**src/rtl/alien_collision_pkg.sv**
```systemverilog
// rtl/alien_collision_pkg.sv - shared game geometry parameters and collision FSM state type
package alien_collision_pkg;

  localparam int ALIEN_ROWS = 2;
  localparam int ALIEN_COLS = 8;
  localparam int NUM_ALIENS = ALIEN_ROWS * ALIEN_COLS;
  localparam int ALIEN_W    = 8;
  localparam int ALIEN_H    = 6;
  localparam int COL_PITCH  = 16;
  localparam int ROW_PITCH  = 12;
  localparam int SCREEN_W   = 160;
  localparam int SCREEN_H   = 120;

  localparam logic [2:0] ERASE_COLOUR = 3'b000;

  typedef enum logic [1:0] {
    ST_IDLE,
    ST_SCAN,
    ST_ERASE,
    ST_DONE
  } state_t;

  function automatic logic [7:0] sat_inc8(input logic [7:0] v);
    return (v == 8'hFF) ? v : v + 8'd1;
  endfunction

endpackage

```
**src/rtl/alien_collision_if.sv**
```systemverilog
// rtl/alien_collision_if.sv - check request, alien status and erase-pixel stream bundle
interface alien_collision_if;

  logic        checkReq;
  logic [7:0]  bulletX;
  logic [6:0]  bulletY;
  logic [7:0]  baseX;
  logic [6:0]  baseY;
  logic        waveReset;
  logic        plotReady;

  logic        collidedWithAlien;
  logic        checkDone;
  logic [15:0] aliveMask;
  logic [7:0]  plotX;
  logic [6:0]  plotY;
  logic [2:0]  plotColour;
  logic        plotEn;
  logic [7:0]  score;
  logic        allDead;
  logic        busy;

  modport master (
    output checkReq, bulletX, bulletY, baseX, baseY, waveReset, plotReady,
    input  collidedWithAlien, checkDone, aliveMask, plotX, plotY, plotColour,
           plotEn, score, allDead, busy
  );

  modport slave (
    input  checkReq, bulletX, bulletY, baseX, baseY, waveReset, plotReady,
    output collidedWithAlien, checkDone, aliveMask, plotX, plotY, plotColour,
           plotEn, score, allDead, busy
  );

endinterface

```
**src/rtl/alien_collision_box_sweeper.sv**
```systemverilog
// rtl/alien_collision_box_sweeper.sv - raster sweep of a width x height box with ready backpressure
module box_sweeper (
  input  logic       clk,
  input  logic       resetn,
  input  logic       i_start,
  input  logic [7:0] i_origin_x,
  input  logic [6:0] i_origin_y,
  input  logic [3:0] i_width,
  input  logic [3:0] i_height,
  input  logic       i_ready,
  output logic       o_valid,
  output logic [7:0] o_x,
  output logic [6:0] o_y,
  output logic       o_done
);

  logic       r_active;
  logic [7:0] r_x;
  logic [7:0] r_ox;
  logic [6:0] r_y;
  logic [3:0] r_col;
  logic [3:0] r_row;
  logic [3:0] r_w;
  logic [3:0] r_h;

  logic w_accept;
  logic w_row_end;
  logic w_last;

  assign w_accept  = r_active && i_ready;
  assign w_row_end = (r_col == r_w - 4'd1);
  assign w_last    = w_row_end && (r_row == r_h - 4'd1);

  // Coordinates return to zero when idle so the stream reads as all-zero outside a sweep.
  always_ff @(posedge clk) begin
    if (!resetn) begin
      r_active <= 1'b0;
      r_x      <= 8'd0;
      r_ox     <= 8'd0;
      r_y      <= 7'd0;
      r_col    <= 4'd0;
      r_row    <= 4'd0;
      r_w      <= 4'd0;
      r_h      <= 4'd0;
    end else if (i_start) begin
      r_active <= 1'b1;
      r_x      <= i_origin_x;
      r_ox     <= i_origin_x;
      r_y      <= i_origin_y;
      r_col    <= 4'd0;
      r_row    <= 4'd0;
      r_w      <= i_width;
      r_h      <= i_height;
    end else if (w_accept) begin
      if (w_last) begin
        r_active <= 1'b0;
        r_x      <= 8'd0;
        r_y      <= 7'd0;
      end else if (w_row_end) begin
        r_col <= 4'd0;
        r_row <= r_row + 4'd1;
        r_x   <= r_ox;
        r_y   <= r_y + 7'd1;
      end else begin
        r_col <= r_col + 4'd1;
        r_x   <= r_x + 8'd1;
      end
    end
  end

  assign o_valid = r_active;
  assign o_x     = r_x;
  assign o_y     = r_y;
  assign o_done  = w_accept && w_last;

endmodule

```
**src/rtl/alien_collision.sv**
```systemverilog
// rtl/alien_collision.sv - scans the alien formation for a bullet hit and erases the hit alien
module alien_collision
  import alien_collision_pkg::*;
(
  input  logic             clk,
  input  logic             reset,
  alien_collision_if.slave bus
);

  state_t      r_state;
  logic [3:0]  r_idx;
  logic [7:0]  r_bx;
  logic [6:0]  r_by;
  logic [7:0]  r_sx;
  logic [6:0]  r_sy;
  logic [15:0] r_alive;
  logic [7:0]  r_score;
  logic        r_collided;
  logic        r_check_done;
  logic        r_busy;

  logic [8:0]  w_ax;
  logic [7:0]  w_ay;
  logic        w_hit;
  logic        w_start;
  logic        w_sweep_done;
  logic        w_plot_en;
  logic [7:0]  w_plot_x;
  logic [6:0]  w_plot_y;

  // Box origin is kept one bit wider than the screen so formations near the edge never wrap.
  assign w_ax = {1'b0, r_sx} + 9'(COL_PITCH * int'(r_idx[2:0]));
  assign w_ay = {1'b0, r_sy} + (r_idx[3] ? 8'(ROW_PITCH) : 8'd0);

  assign w_hit = (r_state == ST_SCAN) && r_alive[r_idx]
              && ({1'b0, r_bx} >= w_ax) && ({1'b0, r_bx} <= w_ax + 9'(ALIEN_W - 1))
              && ({1'b0, r_by} >= w_ay) && ({1'b0, r_by} <= w_ay + 8'(ALIEN_H - 1))
              && (int'(r_bx) < SCREEN_W) && (int'(r_by) < SCREEN_H);

  assign w_start = w_hit;

  box_sweeper u_sweeper (
    .clk        (clk),
    .resetn     (reset),
    .i_start    (w_start),
    .i_origin_x (w_ax[7:0]),
    .i_origin_y (w_ay[6:0]),
    .i_width    (4'(ALIEN_W)),
    .i_height   (4'(ALIEN_H)),
    .i_ready    (bus.plotReady),
    .o_valid    (w_plot_en),
    .o_x        (w_plot_x),
    .o_y        (w_plot_y),
    .o_done     (w_sweep_done)
  );

  always_ff @(posedge clk) begin
    if (!reset) begin
      r_state      <= ST_IDLE;
      r_idx        <= 4'd0;
      r_bx         <= 8'd0;
      r_by         <= 7'd0;
      r_sx         <= 8'd0;
      r_sy         <= 7'd0;
      r_alive      <= 16'hFFFF;
      r_score      <= 8'd0;
      r_collided   <= 1'b0;
      r_check_done <= 1'b0;
      r_busy       <= 1'b0;
    end else begin
      r_collided   <= 1'b0;
      r_check_done <= 1'b0;
      case (r_state)
        ST_IDLE: begin
          if (bus.waveReset) begin
            r_alive <= 16'hFFFF;
          end else if (bus.checkReq) begin
            r_bx    <= bus.bulletX;
            r_by    <= bus.bulletY;
            r_sx    <= bus.baseX;
            r_sy    <= bus.baseY;
            r_idx   <= 4'd0;
            r_busy  <= 1'b1;
            r_state <= ST_SCAN;
          end
        end
        ST_SCAN: begin
          if (w_hit) begin
            r_alive[r_idx] <= 1'b0;
            r_score        <= sat_inc8(r_score);
            r_collided     <= 1'b1;
            r_check_done   <= 1'b1;
            r_state        <= ST_ERASE;
          end else if (r_idx == 4'(NUM_ALIENS - 1)) begin
            r_check_done <= 1'b1;
            r_busy       <= 1'b0;
            r_state      <= ST_DONE;
          end else begin
            r_idx <= r_idx + 4'd1;
          end
        end
        ST_ERASE: begin
          if (w_sweep_done) begin
            r_busy  <= 1'b0;
            r_state <= ST_DONE;
          end
        end
        ST_DONE: r_state <= ST_IDLE;
        default: r_state <= ST_IDLE;
      endcase
    end
  end

  assign bus.collidedWithAlien = r_collided;
  assign bus.checkDone         = r_check_done;
  assign bus.aliveMask         = r_alive;
  assign bus.plotX             = w_plot_x;
  assign bus.plotY             = w_plot_y;
  assign bus.plotColour        = w_plot_en ? ERASE_COLOUR : 3'b000;
  assign bus.plotEn            = w_plot_en;
  assign bus.score             = r_score;
  assign bus.allDead           = (r_alive == 16'h0000);
  assign bus.busy              = r_busy;

endmodule

```
**src/flat_wrapper.sv**
```systemverilog
// flat-port wrapper written by rule: the top's interface ports become plain ports
module alien_collision_flat import alien_collision_pkg::*;
  (clk, reset, bus_checkReq, bus_bulletX, bus_bulletY, bus_baseX, bus_baseY, bus_waveReset, bus_plotReady, bus_collidedWithAlien, bus_checkDone, bus_aliveMask, bus_plotX, bus_plotY, bus_plotColour, bus_plotEn, bus_score, bus_allDead, bus_busy);
  alien_collision_if bus_i ();
  input  logic clk;
  input  logic reset;
  input wire logic [$bits(bus_i.checkReq)-1:0] bus_checkReq;
  input wire logic [$bits(bus_i.bulletX)-1:0] bus_bulletX;
  input wire logic [$bits(bus_i.bulletY)-1:0] bus_bulletY;
  input wire logic [$bits(bus_i.baseX)-1:0] bus_baseX;
  input wire logic [$bits(bus_i.baseY)-1:0] bus_baseY;
  input wire logic [$bits(bus_i.waveReset)-1:0] bus_waveReset;
  input wire logic [$bits(bus_i.plotReady)-1:0] bus_plotReady;
  output wire logic [$bits(bus_i.collidedWithAlien)-1:0] bus_collidedWithAlien;
  output wire logic [$bits(bus_i.checkDone)-1:0] bus_checkDone;
  output wire logic [$bits(bus_i.aliveMask)-1:0] bus_aliveMask;
  output wire logic [$bits(bus_i.plotX)-1:0] bus_plotX;
  output wire logic [$bits(bus_i.plotY)-1:0] bus_plotY;
  output wire logic [$bits(bus_i.plotColour)-1:0] bus_plotColour;
  output wire logic [$bits(bus_i.plotEn)-1:0] bus_plotEn;
  output wire logic [$bits(bus_i.score)-1:0] bus_score;
  output wire logic [$bits(bus_i.allDead)-1:0] bus_allDead;
  output wire logic [$bits(bus_i.busy)-1:0] bus_busy;
  assign bus_i.checkReq = bus_checkReq;
  assign bus_i.bulletX = bus_bulletX;
  assign bus_i.bulletY = bus_bulletY;
  assign bus_i.baseX = bus_baseX;
  assign bus_i.baseY = bus_baseY;
  assign bus_i.waveReset = bus_waveReset;
  assign bus_i.plotReady = bus_plotReady;
  assign bus_collidedWithAlien = bus_i.collidedWithAlien;
  assign bus_checkDone = bus_i.checkDone;
  assign bus_aliveMask = bus_i.aliveMask;
  assign bus_plotX = bus_i.plotX;
  assign bus_plotY = bus_i.plotY;
  assign bus_plotColour = bus_i.plotColour;
  assign bus_plotEn = bus_i.plotEn;
  assign bus_score = bus_i.score;
  assign bus_allDead = bus_i.allDead;
  assign bus_busy = bus_i.busy;
  alien_collision u_core (.clk(clk), .reset(reset), .bus(bus_i));
endmodule
```
**config.mk**
```make
export PLATFORM = sky130hd
export DESIGN_NAME = alien_collision_flat
export DESIGN_NICKNAME = d
export VERILOG_FILES = /design/src/rtl/alien_collision_pkg.sv /design/src/rtl/alien_collision_if.sv /design/src/rtl/alien_collision_box_sweeper.sv /design/src/rtl/alien_collision.sv /design/src/flat_wrapper.sv
export SDC_FILE = /design/constraint.sdc
export NUM_CORES = 1
export LEC_CHECK = 0
export CELL_PAD_IN_SITES_DETAIL_PLACEMENT = 1
export CELL_PAD_IN_SITES_GLOBAL_PLACEMENT = 2
export CORE_ASPECT_RATIO = 1.75
export CORE_MARGIN = 1
export CORE_UTILIZATION = 35
export CTS_CLUSTER_SIZE = 24
export DETAILED_ROUTE_END_ITERATION = 8
export PLACE_DENSITY_LB_ADDON = 0.1
export SYNTH_ARGS = -nofsm -noshare
export SYNTH_HDL_FRONTEND = slang
export SYNTH_HIERARCHICAL = 1
export SYNTH_SLANG_ARGS = --single-unit
```
**constraint.sdc**
```tcl
create_clock -name clk -period 8.76 [get_ports clk]
set_clock_uncertainty 0.1 [all_clocks]
set_input_delay 0.876 -clock clk [delete_from_list [all_inputs] [get_ports clk]]
set_output_delay 0.876 -clock clk [all_outputs]
set_load 0.01 [all_outputs]
```
==> run_results.csv, run 1 <==
group,metric,value,unit
final_layout,diodes,0,
yosys,synthesis.area,0.00605,mm²
cts,clockBufferDepth,2,
place,numPortBuffers,78,
power,switchingPower,499,µW
yosys,ys_types,70,
floorplan,die-area,0.0178,mm²
cts,htreeDepth,3,
sta,fin_tns_setup,0,ns
place,post-dp-hpwl,14.3,mm
final_layout,seq_area,0.00206,mm²
power,switching_share,33.6,%
global_route,grtUsageTotal,21.5,%
sta,drv_slew,0,
floorplan,fp.dieW,101,µm
min_path,hp-class,"reg -> reg",
place,dp.cells,996,
job,drv_cap,0,
yosys,synthArstFlopShare,0,%
floorplan,pin_count,82,
final_layout,final_cell_mix,"nand2_1, dfxtp_1, clkdlybuf4s50_1",
cts,cts_resized,0,
place,place_congestion,0.889,
final_layout,multi_input_area,0.00371,mm²
final_layout,final_util,43.4,%
global_route,antenna_found_initial,0,
setup_path,cp.arrival,5.97,ns
floorplan,dieHeight,176,µm
cts,clkTransAtPathRegs,0.07,ns
routing,wl_per_cell,18.2,µm
final_layout,syn2layout_area_growth,21.6,%
sta,min_period_over_period,66.6,%
global_route,overflow,0,
final_layout,drive_above_1_share,5.10,%
sta,period_needed,5.83,ns
floorplan,num_rows,63,
yosys,ys_ff_latch,103,
floorplan,start_util,35.7,%
sta,timing.slew.headroom,32.5,%
final_layout,fillCellCount,2062,
routing,vias,5467,
power,vdd_drop_max,0.0965,mV
yosys,yosysSeqAreaShare,34.1,%
sta,setup_slack,2.93,ns
final_layout,layout_commonest_cell,"nand2_1",
power,powerDensity,202,mW/mm²
sta,clock.fmax,171,MHz
sta,tightest_slew,1.01,ns
power,combPwrFrac,29.5,%
setup_path,critPathKind,"reg -> reg",
power,power_leakage,2.67,nW
sta,timing.hold.ws,0.365,ns
routing,wirelength,18.4,mm
global_route,grt_pass1_wl,29.7,mm
routing,drc,0,
cts,numCtsBuffers,9,
floorplan,coreArea,0.0169,mm²
cts,cts_tree,"built",
cts,cts.sinks,103,
place,dp_slack,2.94,ns
yosys,synth_area_per_cell,8.44,µm²
cts,cts_setup_buffers,0,
power,clock_power_share,32.1,%
final_layout,fin_cells,1012,
yosys,synth_cells,717,
sta,rsz0062_at_grt,"false",
yosys,ys.flop_type,"dfxtp_1",
routing,firstDrtPassIters,4,
power,p_int,985,µW
yosys,synth_edf_count,0,
cts,clk_latency,0.35,ns
setup_path,path_max_fanout,41,
outcome,status,"finished clean",
sta,hold_viol_final,0,
sta,setup_viol,0,
routing,antenna_left,0,
setup_path,timing.critical_path.to_type,"flip-flop",
routing,post_drt_via_cell_ratio,5.40,
yosys,yosysWarnings,6,
global_route,grt_max_degree,46,
cts,ctsRootBufferMaster,"clkbuf_16",
global_route,grt_pass1_vias,5739,
cts,postCtsHoldBufs,0,
routing,drtIter0Drc,145,
setup_path,worst_ep_required_time,8.89,ns
final_layout,layout.nets,869,
setup_path,cp-start-kind,"flip-flop",
power,pwr-share-seq,38.4,%
flip-flops by register name (all words and copies together), names as in the netlist:
register / flops
u_core/u_sweeper/o_valid: 1
u_core/u_sweeper/o_x: 8
u_core/u_sweeper/r_row: 4
u_core/r_sy: 7
u_core/r_bx: 8
u_core/u_sweeper/r_h: 4
u_core/bus.busy: 1
u_core/u_sweeper/r_col: 4
u_core/bus.score: 8
u_core/bus.aliveMask: 16
u_core/r_state: 2
u_core/r_by: 7
u_core/bus.checkDone: 1
u_core/u_sweeper/r_ox: 8
u_core/bus.collidedWithAlien: 1
u_core/r_sx: 8
u_core/r_idx: 4
u_core/u_sweeper/o_y: 7
u_core/u_sweeper/r_w: 4
worst paths after layout:
path / slack (ns) / end / start / depth (start not counted)
worst min-delay path: 0.37 / u_core/u_sweeper/o_x[0]$_SDFFE_PN0P_ / u_core/u_sweeper/r_ox[0]$_SDFFE_PN0P_ / 1
worst max register to register: 2.93 / u_core/u_sweeper/o_x[7]$_SDFFE_PN0P_ / u_core/r_idx[1]$_SDFFE_PN0P_ / 16
worst max-delay path: 2.93 / u_core/u_sweeper/o_x[7]$_SDFFE_PN0P_ / u_core/r_idx[1]$_SDFFE_PN0P_ / 16
worst min register to register: 0.37 / u_core/u_sweeper/o_x[0]$_SDFFE_PN0P_ / u_core/u_sweeper/r_ox[0]$_SDFFE_PN0P_ / 1
cell usage after synthesis (3+ instances only):
cell type	n	area [µm²]
o2bb2ai_1	3	26.3
nand3b_1	3	22.5
nand3_1	26	130
and3_1	8	50.1
ha_1	53	663
o21ai_0	22	110
a31oi_1	19	119
inv_1	36	135
or4_1	4	30.0
nor3_1	14	70.1
mux4_2	4	90.1
o211ai_1	5	37.5
a211o_1	3	26.3
and2_1	5	31.3
a21oi_1	63	315
o22ai_1	3	18.8
buf_2	7	35.0
nor4_1	4	25.0
mux2i_1	20	200
a221oi_1	3	26.3
nand4_1	10	62.6
dfxtp_1	103	2060
o32ai_1	3	26.3
nor2b_1	23	144
nand2_1	106	398
xor2_1	9	78.8
nor2_1	28	105
xnor2_1	20	175
clkbuf_1	25	93.8
or3_1	10	62.6
buf_4	3	22.5
nand2b_1	3	18.8
o31ai_1	8	60.1
a21o_1	6	45.0
or2_2	4	25.0
a22o_1	3	26.3
layout make-up:
| class | count | share of cell area (%) |
|---|---|---|
| Inverter | 38 | 1.94 |
| Clock inverter | 7 | 1.73 |
| Sequential cell | 103 | 28.0 |
| Timing Repair Buffer | 81 | 10.9 |
| Clock buffer | 9 | 3.06 |
| Tap cell | 227 | 3.86 |
| Multi-Input combinational cell | 547 | 50.5 |
worst max-delay path, stage by stage, from the launching register on:
cell and delay, ns:
dfxtp_1 0.61, ha_1 0.34, a21o_1 0.21, xor2_1 0.36
inv_1 0.12, or3_1 0.40, xnor2_1 0.18, ha_1 0.27
o21ai_0 0.08, a31oi_1 0.06, o221ai_1 0.28, nand4_2 0.54
inv_2 0.89, inv_1 0.30, nand2_1 0.43, nor3_2 0.16
a211o_1 0.32
metal layers:
layer	share of wire [%]	up-vias	global-route usage, %
met4	2.2	0	7.07
li1	-	2673	-
met2	57	81	42.3
met1	39	2690	22.8
met5	0	-	0
met3	1.7	23	2.65
cells by family after synthesis:
| logic type | share of synthesized area, % |
|---|---|
| simple gates | 21.4 |
| compound gates | 18.2 |
| flops | 34.1 |
| buf+inv | 5.17 |
| fa+ha+maj | 11.3 |
| xor+xnor | 4.98 |
| mux | 4.80 |
| other cells | 0.124 |
power groups by stage:
stage	Combinational [mW]	Clock [mW]	Sequential (mW)
detailed placement	0.441	0	0.583
CTS	0.444	0.490	0.572
global placement	0.425	0	0.579
finish	0.438	0.476	0.570
floorplan	0.303	0	0.566
global route	0.487	0.510	0.579
stage by stage:
step                power [mW]  area (µm²)
finish                    1.48        7360
global route              1.58        7360
CTS                       1.51        7360
detailed placement        1.02        7010
global placement          1.00        7010
floorplan                0.869        6090
Power figures use the tool's default switching activity.
==> inputs of run 2 (changes only) <==
- CORE_UTILIZATION: 35 -> 30
- clock period: 8.76 -> 5.3 ns (I/O delays scaled with it)
==> run_results.csv, run 2 (same netlist as run 1, synthesis figures left out) <==
group,metric,value,unit
outcome,status,"finished clean",
final_layout,drive_above_1_share,5.70,%
setup_path,reg2reg_from,"u_core/r_idx[1]$_SDFFE_PN0P_",
sta,clock.fmax,232,MHz
routing,wl_per_cell,18.1,µm
final_layout,multi_input_area,0.00371,mm²
setup_path,cp.arrival,4.44,ns
final_layout,final_cell_mix,"nand2_1, dfxtp_1, clkdlybuf4s50_1",
final_layout,final_area,0.00739,mm²
sta,timing.slew.headroom,53.7,%
setup_path,worst_ep_required_time,5.43,ns
setup_path,slowest_delay,0.75,ns
floorplan,fp.dieW,109,µm
cts,htreeDepth,3,
final_layout,largest_reg_flops,16,
global_route,grt_max_degree,43,
job,drv_cap,0,
sta,period_needed,4.31,ns
final_layout,diodes,0,
cts,clkTransAtPathRegs,0.08,ns
final_layout,seq_area,0.00206,mm²
setup_path,cp-endpoint,"u_core/bus.aliveMask[1]$_SDFFE_PN1P_",
power,vdd_drop_max,0.152,mV
final_layout,layout_commonest_cell,"nand2_1",
sta,fin_tns_setup,0,ns
final_layout,layout.nets,874,
sta,hold_viol_final,0,
cts,cts.sinks,103,
place,place_area,0.00707,mm²
sta,tightest_slew,0.693,ns
sta,min_period_over_period,81.3,%
place,dp_slack,1.00,ns
setup_path,crit_family,"compound AO/OA/AOI/OAI gates",
setup_path,cpMaxStageDelayCell,"a211oi_4",
power,powerDensity,327,mW/mm²
global_route,overflow,0,
global_route,antenna_found_initial,0,
setup_path,rrSetupSlack,0.99,ns
final_layout,syn2layout_area_growth,22.1,%
sta,setup_slack,0.992,ns
cts,clockBufferDepth,2,
setup_path,timing.critical_path.to_type,"flip-flop",
routing,firstDrtPassIters,4,
setup_path,path_buf_inv,1,
floorplan,dieHeight,190,µm
cts,ctsRootBufferMaster,"clkbuf_16",
routing,vias,5499,
cts,postCtsHoldBufs,0,
global_route,grt_pass1_vias,5864,
floorplan,pin_count,82,
cts,clk_latency,0.37,ns
setup_path,path_max_fanout,16,
routing,drtIter0Drc,140,
floorplan,die-area,0.0208,mm²
min_path,hp-class,"reg -> reg",
global_route,grt_pass1_wl,30.0,mm
routing,antenna_left,0,
power,power_leakage,2.67,nW
cts,cts_tree,"built",
floorplan,num_rows,68,
sta,setup_viol,0,
sta,drv_slew,0,
floorplan,start_util,30.7,%
routing,post_drt_via_cell_ratio,5.31,
setup_path,reg2reg_depth,13,
sta,rsz0062_at_grt,"false",
setup_path,path_depth,13,
floorplan,coreArea,0.0197,mm²
cts,numCtsBuffers,9,
cts,cts_resized,0,
routing,wirelength,18.8,mm
setup_path,rr_endpoint,"u_core/bus.aliveMask[1]$_SDFFE_PN1P_",
routing,drc,0,
place,place_congestion,0.812,
final_layout,fillCellCount,2354,
cts,cts_setup_buffers,0,
place,numPortBuffers,78,
setup_path,cp-start-kind,"flip-flop",
place,post-dp-hpwl,14.5,mm
setup_path,critPathKind,"reg -> reg",
global_route,grtUsageTotal,19.1,%
setup_path,crit_start,"u_core/r_idx[1]$_SDFFE_PN0P_",
setup_path,cp_cell_sequence,"ha_1 -> a21o_1 -> xor2_1 -> inv_1 -> or3_1 -> xnor2_1 -> ha_1 -> o21ai_0 -> a31oi_1 -> o221ai_1 -> nand4_1 -> a211oi_4 -> a31oi_1",
run 2: cell count changes in the layout (fill, tap and decap cells not counted), sizes merged:
cell / delta
clkinvlp: +2
bufinv: -1
inv: -2
clkinv: +1
buf: +5
run 2: tightest hold or removal path, stage by stage (launching register included):
cell,delay (ns)
dfxtp_1,0.31
nand2_1,0.05
a21oi_1,0.05
run 2: final cells by class:
cell class	count	share of cell area (%)
multi-input combinational	547	50.3
tap	245	4.15
clock inverter	7	1.32
clock buffer	9	3.05
timing repair buffer	86	11.4
sequential	103	27.9
inverter	38	1.93
run 2: through the flow:
| step | hold slack [ns] | instances | utilization (%) | total power, mW |
|---|---|---|---|---|
| 6_report | 0.362 | 1035 | 37.4 | 2.41 |
| 2_1_floorplan | 0.332 | 726 | - | 1.44 |
| 3_5_place_dp | 0.357 | 1019 | 35.8 | 1.71 |
| 3_3_place_gp | 0.350 | 1019 | 35.8 | 1.68 |
| 5_1_grt | 0.380 | 1035 | 37.4 | 2.57 |
| 4_1_cts | 0.368 | 1035 | 37.4 | 2.46 |
run 2: worst min-delay path by stage:
stage / slack [ns] / startpoint / to / depth (start not counted)
finish: 0.36 / u_core/r_by[0]$_SDFFE_PN0P_ / u_core/r_by[0]$_SDFFE_PN0P_ / 2
floorplan: 0.33 / u_core/u_sweeper/r_ox[0]$_SDFFE_PN0P_ / u_core/u_sweeper/o_x[0]$_SDFFE_PN0P_ / 1
CTS: 0.37 / u_core/r_by[0]$_SDFFE_PN0P_ / u_core/r_by[0]$_SDFFE_PN0P_ / 2
detailed placement: 0.36 / u_core/r_by[0]$_SDFFE_PN0P_ / u_core/r_by[0]$_SDFFE_PN0P_ / 2
global placement: 0.35 / u_core/r_sx[6]$_SDFFE_PN0P_ / u_core/r_sx[6]$_SDFFE_PN0P_ / 2
global route: 0.38 / u_core/r_sx[5]$_SDFFE_PN0P_ / u_core/r_sx[5]$_SDFFE_PN0P_ / 2
run 2: metal layers:
| layer | routed length (µm) | track usage, % |
|---|---|---|
| met1 | 7270 | 19.6 |
| met2 | 10500 | 36.9 |
| met5 | 0 | 0 |
| met4 | 475 | 8.05 |
| met3 | 481 | 2.91 |
run 2: report_power, final:
part	leakage, nW	internal, mW	total (mW)	switching (mW)
clock network	0.152	0.415	0.737	0.322
logic	1.68	0.324	0.748	0.425
registers	0.835	0.844	0.927	0.0833
